File: src/rtl/ps2_zxkbd_if.sv
// CPU-side port FE bus of the PS/2 ZX keyboard: half-row select in, key bits
// and received-byte status out.
interface ps2_zxkbd_if;
  logic [7:0] address_hi;
  logic [4:0] keys;
  logic [7:0] scancode;
  logic       strobe;

  // CPU / bench side drives the address and observes the keyboard
  modport master (
    output address_hi,
    input  keys,
    input  scancode,
    input  strobe
  );

  // Keyboard side answers the half-row read and reports received bytes
  modport slave (
    input  address_hi,
    output keys,
    output scancode,
    output strobe
  );
endinterface

File: src/rtl/ps2_zxkbd.sv
// PS/2 set-2 receiver feeding an 8x5 ZX Spectrum key matrix, read back as
// active-low half-row bits selected by A15..A8 like the ULA's port FE.
module ps2_zxkbd #(
  parameter int unsigned TIMEOUT_CYCLES = 25000
) (
  input  logic       clock,
  input  logic       reset_n,
  input  logic       ps2_clk,
  input  logic       ps2_dat,
  ps2_zxkbd_if.slave bus
);

  localparam int unsigned CNT_W = $clog2(TIMEOUT_CYCLES + 1);
  localparam int unsigned ROWS  = 8;
  localparam int unsigned COLS  = 5;
  localparam int unsigned BIT_W = 3;

  typedef enum logic [1:0] {
    S_IDLE,
    S_DATA,
    S_PARITY,
    S_STOP
  } state_e;

  typedef logic [ROWS-1:0][COLS-1:0] matrix_t;

  // Synchroniser chains; clk_sync[2] is the extra flop used for edge detect
  logic [2:0]       clk_sync;
  logic [1:0]       dat_sync;
  logic             fall;
  logic             dat_s;

  // Receiver state
  state_e           state;
  state_e           cur_state;
  logic [CNT_W-1:0] idle_cnt;
  logic             at_max;
  logic             timeout;
  logic [BIT_W-1:0] bit_cnt;
  logic [7:0]       shift_reg;
  logic             par_bit;
  logic [7:0]       scancode_q;
  logic             strobe_q;

  // Decoder state
  logic             brk_flag;
  logic             ext_flag;
  matrix_t          matrix;
  matrix_t          mask_c;
  logic [COLS-1:0]  keys_c;

  assign fall    = clk_sync[2] & ~clk_sync[1];
  assign dat_s   = dat_sync[1];
  assign at_max  = (idle_cnt == CNT_W'(TIMEOUT_CYCLES));
  assign timeout = at_max && (state != S_IDLE);

  // A timeout aborts first; an edge in the same cycle is then handled as if idle
  assign cur_state = timeout ? S_IDLE : state;

  // Two-flop synchronisers, reset to the idle-high line level
  always_ff @(posedge clock or negedge reset_n) begin
    if (!reset_n) begin
      clk_sync <= 3'b111;
      dat_sync <= 2'b11;
    end else begin
      clk_sync <= {clk_sync[1:0], ps2_clk};
      dat_sync <= {dat_sync[0], ps2_dat};
    end
  end

  // Cycles since the last PS/2 falling edge, saturating at the timeout
  always_ff @(posedge clock or negedge reset_n) begin
    if (!reset_n) begin
      idle_cnt <= '0;
    end else if (fall) begin
      idle_cnt <= '0;
    end else if (!at_max) begin
      idle_cnt <= idle_cnt + CNT_W'(1);
    end
  end

  // Frame receiver: start, 8 data bits LSB first, odd parity, stop
  always_ff @(posedge clock or negedge reset_n) begin
    if (!reset_n) begin
      state      <= S_IDLE;
      bit_cnt    <= '0;
      shift_reg  <= '0;
      par_bit    <= 1'b0;
      scancode_q <= '0;
      strobe_q   <= 1'b0;
    end else begin
      strobe_q <= 1'b0;
      if (fall) begin
        unique case (cur_state)
          S_IDLE: begin
            if (!dat_s) begin
              state   <= S_DATA;
              bit_cnt <= '0;
            end else begin
              state <= S_IDLE;
            end
          end
          S_DATA: begin
            shift_reg <= {dat_s, shift_reg[7:1]};
            bit_cnt   <= bit_cnt + BIT_W'(1);
            if (bit_cnt == BIT_W'(7)) begin
              state <= S_PARITY;
            end
          end
          S_PARITY: begin
            par_bit <= dat_s;
            state   <= S_STOP;
          end
          S_STOP: begin
            if (dat_s && (^{shift_reg, par_bit})) begin
              scancode_q <= shift_reg;
              strobe_q   <= 1'b1;
            end
            state <= S_IDLE;
          end
        endcase
      end else if (timeout) begin
        state <= S_IDLE;
      end
    end
  end

  // Matrix bits touched by one scancode (ext selects the E0-prefixed table)
  function automatic matrix_t key_mask(input logic ext, input logic [7:0] code);
    matrix_t m;
    m = '0;
    if (ext) begin
      if (code == 8'h14) m[7][1] = 1'b1;
    end else begin
      case (code)
        8'h12, 8'h59: m[0][0] = 1'b1;
        8'h1A: m[0][1] = 1'b1;
        8'h22: m[0][2] = 1'b1;
        8'h21: m[0][3] = 1'b1;
        8'h2A: m[0][4] = 1'b1;
        8'h1C: m[1][0] = 1'b1;
        8'h1B: m[1][1] = 1'b1;
        8'h23: m[1][2] = 1'b1;
        8'h2B: m[1][3] = 1'b1;
        8'h34: m[1][4] = 1'b1;
        8'h15: m[2][0] = 1'b1;
        8'h1D: m[2][1] = 1'b1;
        8'h24: m[2][2] = 1'b1;
        8'h2D: m[2][3] = 1'b1;
        8'h2C: m[2][4] = 1'b1;
        8'h16: m[3][0] = 1'b1;
        8'h1E: m[3][1] = 1'b1;
        8'h26: m[3][2] = 1'b1;
        8'h25: m[3][3] = 1'b1;
        8'h2E: m[3][4] = 1'b1;
        8'h45: m[4][0] = 1'b1;
        8'h46: m[4][1] = 1'b1;
        8'h3E: m[4][2] = 1'b1;
        8'h3D: m[4][3] = 1'b1;
        8'h36: m[4][4] = 1'b1;
        8'h4D: m[5][0] = 1'b1;
        8'h44: m[5][1] = 1'b1;
        8'h43: m[5][2] = 1'b1;
        8'h3C: m[5][3] = 1'b1;
        8'h35: m[5][4] = 1'b1;
        8'h5A: m[6][0] = 1'b1;
        8'h4B: m[6][1] = 1'b1;
        8'h42: m[6][2] = 1'b1;
        8'h3B: m[6][3] = 1'b1;
        8'h33: m[6][4] = 1'b1;
        8'h29: m[7][0] = 1'b1;
        8'h14: m[7][1] = 1'b1;
        8'h3A: m[7][2] = 1'b1;
        8'h31: m[7][3] = 1'b1;
        8'h32: m[7][4] = 1'b1;
        // Backspace is typed on a Spectrum as CAPS SHIFT + 0
        8'h66: begin
          m[0][0] = 1'b1;
          m[4][0] = 1'b1;
        end
        default: m = '0;
      endcase
    end
    return m;
  endfunction

  assign mask_c = key_mask(ext_flag, scancode_q);

  // Prefix flags and key matrix, updated from each valid received byte
  always_ff @(posedge clock or negedge reset_n) begin
    if (!reset_n) begin
      brk_flag <= 1'b0;
      ext_flag <= 1'b0;
      matrix   <= '0;
    end else if (strobe_q) begin
      if (scancode_q == 8'hF0) begin
        brk_flag <= 1'b1;
      end else if (scancode_q == 8'hE0) begin
        ext_flag <= 1'b1;
      end else begin
        matrix   <= brk_flag ? (matrix & ~mask_c) : (matrix | mask_c);
        brk_flag <= 1'b0;
        ext_flag <= 1'b0;
      end
    end
  end

  // Port FE read: OR of every selected half-row, inverted to active low
  always_comb begin
    logic [COLS-1:0] hit;
    hit = '0;
    for (int unsigned r = 0; r < ROWS; r++) begin
      if (!bus.address_hi[r]) hit = hit | matrix[r];
    end
    keys_c = ~hit;
  end

  assign bus.keys     = keys_c;
  assign bus.scancode = scancode_q;
  assign bus.strobe   = strobe_q;

endmodule

File: src/flat_wrapper.sv
// flat-port wrapper written by rule: the top's interface ports become plain ports
module ps2_zxkbd_flat 
#(
  parameter int unsigned TIMEOUT_CYCLES = 25000
)
  (clock, reset_n, ps2_clk, ps2_dat, bus_address_hi, bus_keys, bus_scancode, bus_strobe);
  ps2_zxkbd_if bus_i ();
  input  logic clock;
  input  logic reset_n;
  input  logic ps2_clk;
  input  logic ps2_dat;
  input wire logic [$bits(bus_i.address_hi)-1:0] bus_address_hi;
  output wire logic [$bits(bus_i.keys)-1:0] bus_keys;
  output wire logic [$bits(bus_i.scancode)-1:0] bus_scancode;
  output wire logic [$bits(bus_i.strobe)-1:0] bus_strobe;
  assign bus_i.address_hi = bus_address_hi;
  assign bus_keys = bus_i.keys;
  assign bus_scancode = bus_i.scancode;
  assign bus_strobe = bus_i.strobe;
  ps2_zxkbd #(.TIMEOUT_CYCLES(TIMEOUT_CYCLES)) u_core (.clock(clock), .reset_n(reset_n), .ps2_clk(ps2_clk), .ps2_dat(ps2_dat), .bus(bus_i));
endmodule
File: config.mk
export PLATFORM = sky130hd
export DESIGN_NAME = ps2_zxkbd_flat
export DESIGN_NICKNAME = d
export VERILOG_FILES = /design/src/rtl/ps2_zxkbd_if.sv /design/src/rtl/ps2_zxkbd.sv /design/src/flat_wrapper.sv
export SDC_FILE = /design/constraint.sdc
export NUM_CORES = 1
export LEC_CHECK = 0
export CORE_MARGIN = 10
export CORE_UTILIZATION = 40
export DETAILED_ROUTE_END_ITERATION = 6
export MAX_ROUTING_LAYER = met4
export PLACE_DENSITY = 0.59
export SLEW_MARGIN = 10
export SYNTH_ARGS = -nofsm -noshare
export SYNTH_HDL_FRONTEND = slang
export SYNTH_SLANG_ARGS = --single-unit
File: constraint.sdc
create_clock -name clock -period 6.7 [get_ports clock]
set_input_delay 0.67 -clock clock [delete_from_list [all_inputs] [get_ports clock]]
set_output_delay 0.67 -clock clock [all_outputs]
set_load 0.02 [all_outputs]
==> results.ini, run 1 <==
[run_status]
status=finished, final reports clean

[run]
max_cap_violations=0

[timing]
finalSetupViolCount=0
max_freq_mhz=330
timing.final.crit_period_ns=3.03
rsz0062_at_grt=no
drv_slew=0
tightestPinTransition_ns=0.853
final_hold_viol_count=0
relSlewSlack_pct=42.6
fin_skew_ns=0.0112
layout_worst_path_cycle_share_pct=45.2
fin_tns_setup_ns=0

[logic_synthesis]
yosys-top-cells-area=dfrtp_1, mux2i_1, mux2_2
synth_nets=425
synth_top_area_share_pct=48.2
synth_area_per_cell_sq_um=10.3
synth_edf_count=0
synth.distinct_cells=41
yosys_warnings=0
syn_inst=405
synth_area_leader_cell=dfrtp_1
synthesis.area_sq_um=4160
synthArstFlopShare_pct=100
ys_ff_latch=85
ys.flop_type=dfrtp_1
ys_seq_area_share_pct=51.3

[placement]
place_hpwl_microns=6780
gp_congestion=0.897
port_buffers=25
placed_cell_area_sq_um=4530

[min_path]
min_path_type=primary input to asynchronous set/reset pin

[route]
num_vias=3001
drt-initial-drc-count=202
drc=0
ant_nets=0
wl_per_cell_microns=16.3
first_pass_iters=5
via_per_inst=5.26
wirelength_microns=9330

[pwr]
p_sw_share_pct=26.7
switchingPower_mw=0.328
seq_power_share_pct=49.1
clkPwrFrac_pct=33.5
p_comb_share_pct=17.4
p_int_mw=0.899
p_leak_nw=2.13
cellPowerDensity_nw_per_um2=258
peakVddDrop_mv=0.143

[finish]
antenna_cells=0
layout_commonest_cell=dfrtp_1
final_cell_mix=dfrtp_1, inv_1, nor2_1
fillCellCount=984
drive_above_1_share_pct=11.0
finalInstanceArea_sq_um=4760
fin_nets=450
area_delta_synth_final_pct=14.5

[global_routing]
grt_pass1_wl_microns=15700
globalRoute.totalOverflow=0
grt_max_degree=57
grtUsageTotal_pct=13.6
grt_pass1_vias=2969
antenna_found_initial=0

[clock_tree]
cts_tree=built
numCtsBuffers=9
clock_path_buffers=2
clkTransAtPathRegs_ns=0.09
hold_buffers=0
cts_resized=0
post_cts_buffers=0
cts_htree_levels=3
clockRootBuffer=clkbuf_8
clock-sinks=85
insertion_delay_ns=0.35

[setup_path]
cp_max_fo=5
r2r-start=u_core.idle_cnt[10]
crit_path_start_kind=primary input
worstRegToRegCells=8
r2r_setup_slack_ns=3.86
reg2reg_to=u_core.bit_cnt[0]
crit_type=primary input to output pin
cp_data_arrival_time_ns=2.36
cp_data_required_time_ns=6.03
crit_path_end_kind=output pin

[die]
start_util_pct=40.6
die_x_microns=122
core_area_sq_um=10200
die_h_microns=122
core.rowCount=37
ios=26
dieArea_sq_um=14900

## worst max-delay path, cell delays in order
cell and delay, ns:
clkdlybuf4s50_1 0.56, o22ai_1 0.12, nor4_1 0.33, clkdlybuf4s50_1 0.68
## cell usage after synthesis, drive strengths merged, types with 3 or more instances
cell    instances
nor4            8
ha              8
clkbuf         12
mux2i          22
xor2            9
nand2          24
inv            49
and3            4
nand2b          3
nor2b           7
a21oi           9
o21ai          22
mux2           18
nand3          17
nand4          11
dfstp           5
nor2           27
a22o            4
dfrtp          80
o22ai          20
xnor2           9
o31ai          19
## power by group through the flow
stage	logic (mW)	clock network [mW]	registers [mW]
2_1_floorplan	0.161	0	0.604
3_3_place_gp	0.212	0	0.611
3_5_place_dp	0.217	0	0.613
4_1_cts	0.218	0.423	0.603
5_1_grt	0.238	0.440	0.612
6_report	0.213	0.411	0.603
## layer usage
layer	wire length [microns]	global-route usage, %
met5	0	-
met4	164	4.55
met3	497	3.01
met2	4260	19.7
met1	4400	18.3
## worst max path at each step
stage / from / endpoint / slack (ns) / cells past startpoint
finish: bus_address_hi[1] / bus_keys[2] / 3.67 / 4
global route: bus_address_hi[1] / bus_keys[2] / 3.61 / 4
CTS: bus_address_hi[1] / bus_keys[2] / 3.71 / 4
detailed placement: bus_address_hi[1] / bus_keys[2] / 3.71 / 4
global placement: bus_address_hi[1] / bus_keys[0] / 3.76 / 4
floorplan: u_core.idle_cnt[10] / u_core.bit_cnt[0] / 4.18 / 9
## stage by stage
step / utilization [%] / cells / setup WS, ns / total power, mW / hold WS (ns)
after floorplan: - / 405 / 4.18 / 0.765 / 0.345
after global placement: 44.3 / 555 / 3.76 / 0.824 / 0.346
after detailed placement: 44.3 / 555 / 3.71 / 0.831 / 0.348
after CTS: 46.5 / 571 / 3.71 / 1.24 / 0.226
after global routing: 46.5 / 571 / 3.61 / 1.29 / 0.239
final: 46.5 / 571 / 3.67 / 1.23 / 0.228
## cell type report
class,count,area (sq um),area share (%)
Clock buffer,13,159,3.34
Tap cell,136,170,3.58
Clock inverter,3,67.6,1.42
Timing Repair Buffer,28,270,5.68
Sequential cell,85,2130,44.8
Inverter,49,184,3.87
Multi-Input combinational cell,257,1770,37.3
## kinds of logic (layout without fill, tap and decap cells)
group                    Yosys count  count (layout)  synth area share [%]
AND/OR/NAND/NOR                  113             113                  14.2
flip-flops                        85              85                  51.3
AO/OA/AOI/OAI                     77              77                  11.6
buffers and inverters             63              93                  5.96
multiplexers                      40              40                  10.2
XOR/XNOR                          19              19                  4.34
adder cells (fa/ha/maj)            8               8                  2.41
No activity file was read; power rests on OpenSTA's default activity.
==> run 2: changes to the inputs <==
Clock period 6.7 ns to 3.08 ns, I/O delays scaled along.
==> run 2 against run 1 <==
Compared with the run above:
- routed wire length decreased by 0.16%
- sequential cell count did not move
- first-iteration DRC count rose by 13%
- register-to-register slack lost 3.5 ns
- via count rose by 0.87%
==> results.ini, run 2 (synthesis results as in run 1) <==
[run_status]
status=finished, final reports clean

[setup_path]
crit_type=register to register
cp_data_required_time_ns=3.32
reg2reg_to=u_core.state[0]
crit_chain=or4b_1 -> or4_1 -> nand2_1 -> inv_1 -> ha_1 -> a21boi_0 -> nor2_1 -> a22o_1
r2r-start=u_core.idle_cnt[10]
crit_path_start_kind=register
cp_data_arrival_time_ns=2.93
slowest_delay_ns=0.51
worstRegToRegCells=8
cp_max_fo=5
crit_path_top_delay_cell=or4b_1
crit_path_end_kind=register
r2r_setup_slack_ns=0.39

[placement]
pre_cts_slack_ns=0.437
placed_cell_area_sq_um=4550
port_buffers=25
gp_congestion=0.875
place_hpwl_microns=6680

[timing]
fin_skew_ns=0.0120
worst_slack_ns=0.392
final_hold_viol_count=0
max_freq_mhz=372
finalSetupViolCount=0
timing.final.crit_period_ns=2.69
rsz0062_at_grt=no
layout_worst_path_cycle_share_pct=87.3
tightestPinTransition_ns=0.819
relSlewSlack_pct=44.9
drv_slew=0
fin_tns_setup_ns=0

[die]
die_h_microns=122
ios=26
die_x_microns=122
core_area_sq_um=10200
dieArea_sq_um=14900
core.rowCount=37
start_util_pct=40.6

[min_path]
min_path_type=primary input to register
holdCritStartpoint=ps2_dat
min_to=u_core.dat_sync[0]
hold_path_depth=1

[route]
num_vias=3027
via_per_inst=5.27
wl_per_cell_microns=16.2
first_pass_iters=4
drt-initial-drc-count=229
ant_nets=0
wirelength_microns=9310
drc=0

[finish]
area_delta_synth_final_pct=14.2
fin_nets=453
layout_commonest_cell=dfrtp_1
final_cell_mix=dfrtp_1, inv_1, nor2_1
antenna_cells=0
finalInstanceArea_sq_um=4740
fillCellCount=969
fin_util_pct=46.4
drive_above_1_share_pct=11.6

[pwr]
p_leak_nw=2.13
cellPowerDensity_nw_per_um2=535
peakVddDrop_mv=0.253

[run]
max_cap_violations=0

[global_routing]
antenna_found_initial=0
grt_pass1_vias=3109
grt_pass1_wl_microns=15700
grtUsageTotal_pct=13.6
globalRoute.totalOverflow=0
grt_max_degree=42

[clock_tree]
cts_resized=0
hold_buffers=1
post_cts_buffers=0
insertion_delay_ns=0.35
clock_path_buffers=2
numCtsBuffers=9
cts_tree=built
clockRootBuffer=clkbuf_8
clock-sinks=85
cts_htree_levels=3
clkTransAtPathRegs_ns=0.08

## run 2: cell type report
| type | instances | area (sq um) | area share, % |
|---|---|---|---|
| inverters | 49 | 184 | 3.88 |
| multi-input cells | 257 | 1770 | 37.4 |
| clock inverters | 4 | 32.5 | 0.686 |
| clock buffers | 12 | 155 | 3.27 |
| well taps | 136 | 170 | 3.59 |
| repair buffers | 31 | 295 | 6.22 |
| flip-flops and latches | 85 | 2130 | 45.0 |
## run 2: worst max-delay path, delay by kind of cell (launching register included)
| family | cells | cell delay, ns |
|---|---|---|
| AO/OA/AOI/OAI | 2 | 0.61 |
| adder cells (fa/ha/maj) | 1 | 0.23 |
| buffers and inverters | 1 | 0.07 |
| flip-flops | 1 | 0.42 |
| AND/OR/NAND/NOR | 4 | 1.24 |
## run 2: per-stage QoR
stage	power [mW]	std cells	hold slack, ns
global placement	1.80	557	0.325
detailed placement	1.81	557	0.328
CTS	2.57	574	0.347
finish	2.54	574	0.355
floorplan	1.66	405	0.0124
global route	2.67	574	0.359
## run 2: how the worst max path moves through the flow
stage	start	endpoint	slack, ns	cells past startpoint
global route	u_core.idle_cnt[10]	u_core.state[0]	0.17	8
global placement	u_core.idle_cnt[10]	u_core.bit_cnt[0]	0.52	8
CTS	u_core.idle_cnt[10]	u_core.state[0]	0.38	8
floorplan	u_core.idle_cnt[10]	u_core.bit_cnt[0]	0.56	9
detailed placement	u_core.idle_cnt[10]	u_core.state[0]	0.44	8
finish	u_core.idle_cnt[10]	u_core.state[0]	0.39	8
## run 2: where the power goes
| part | switching [mW] | internal, mW | total, mW | leakage, nW |
|---|---|---|---|---|
| Clock | 0.403 | 0.340 | 0.744 | 0.0888 |
| Combinational | 0.237 | 0.244 | 0.482 | 0.882 |
| Sequential | 0.102 | 1.21 | 1.32 | 1.15 |
| Total | 0.743 | 1.80 | 2.54 | 2.13 |
## run 2: metal layers
layer | global-route usage (%) | vias up | routed length, microns
li1 | - | 1462 | -
met1 | 18.0 | 1479 | 4610
met2 | 19.9 | 72 | 4100
met3 | 2.41 | 14 | 415
met4 | 5.66 | 0 | 186
met5 | - | - | 0
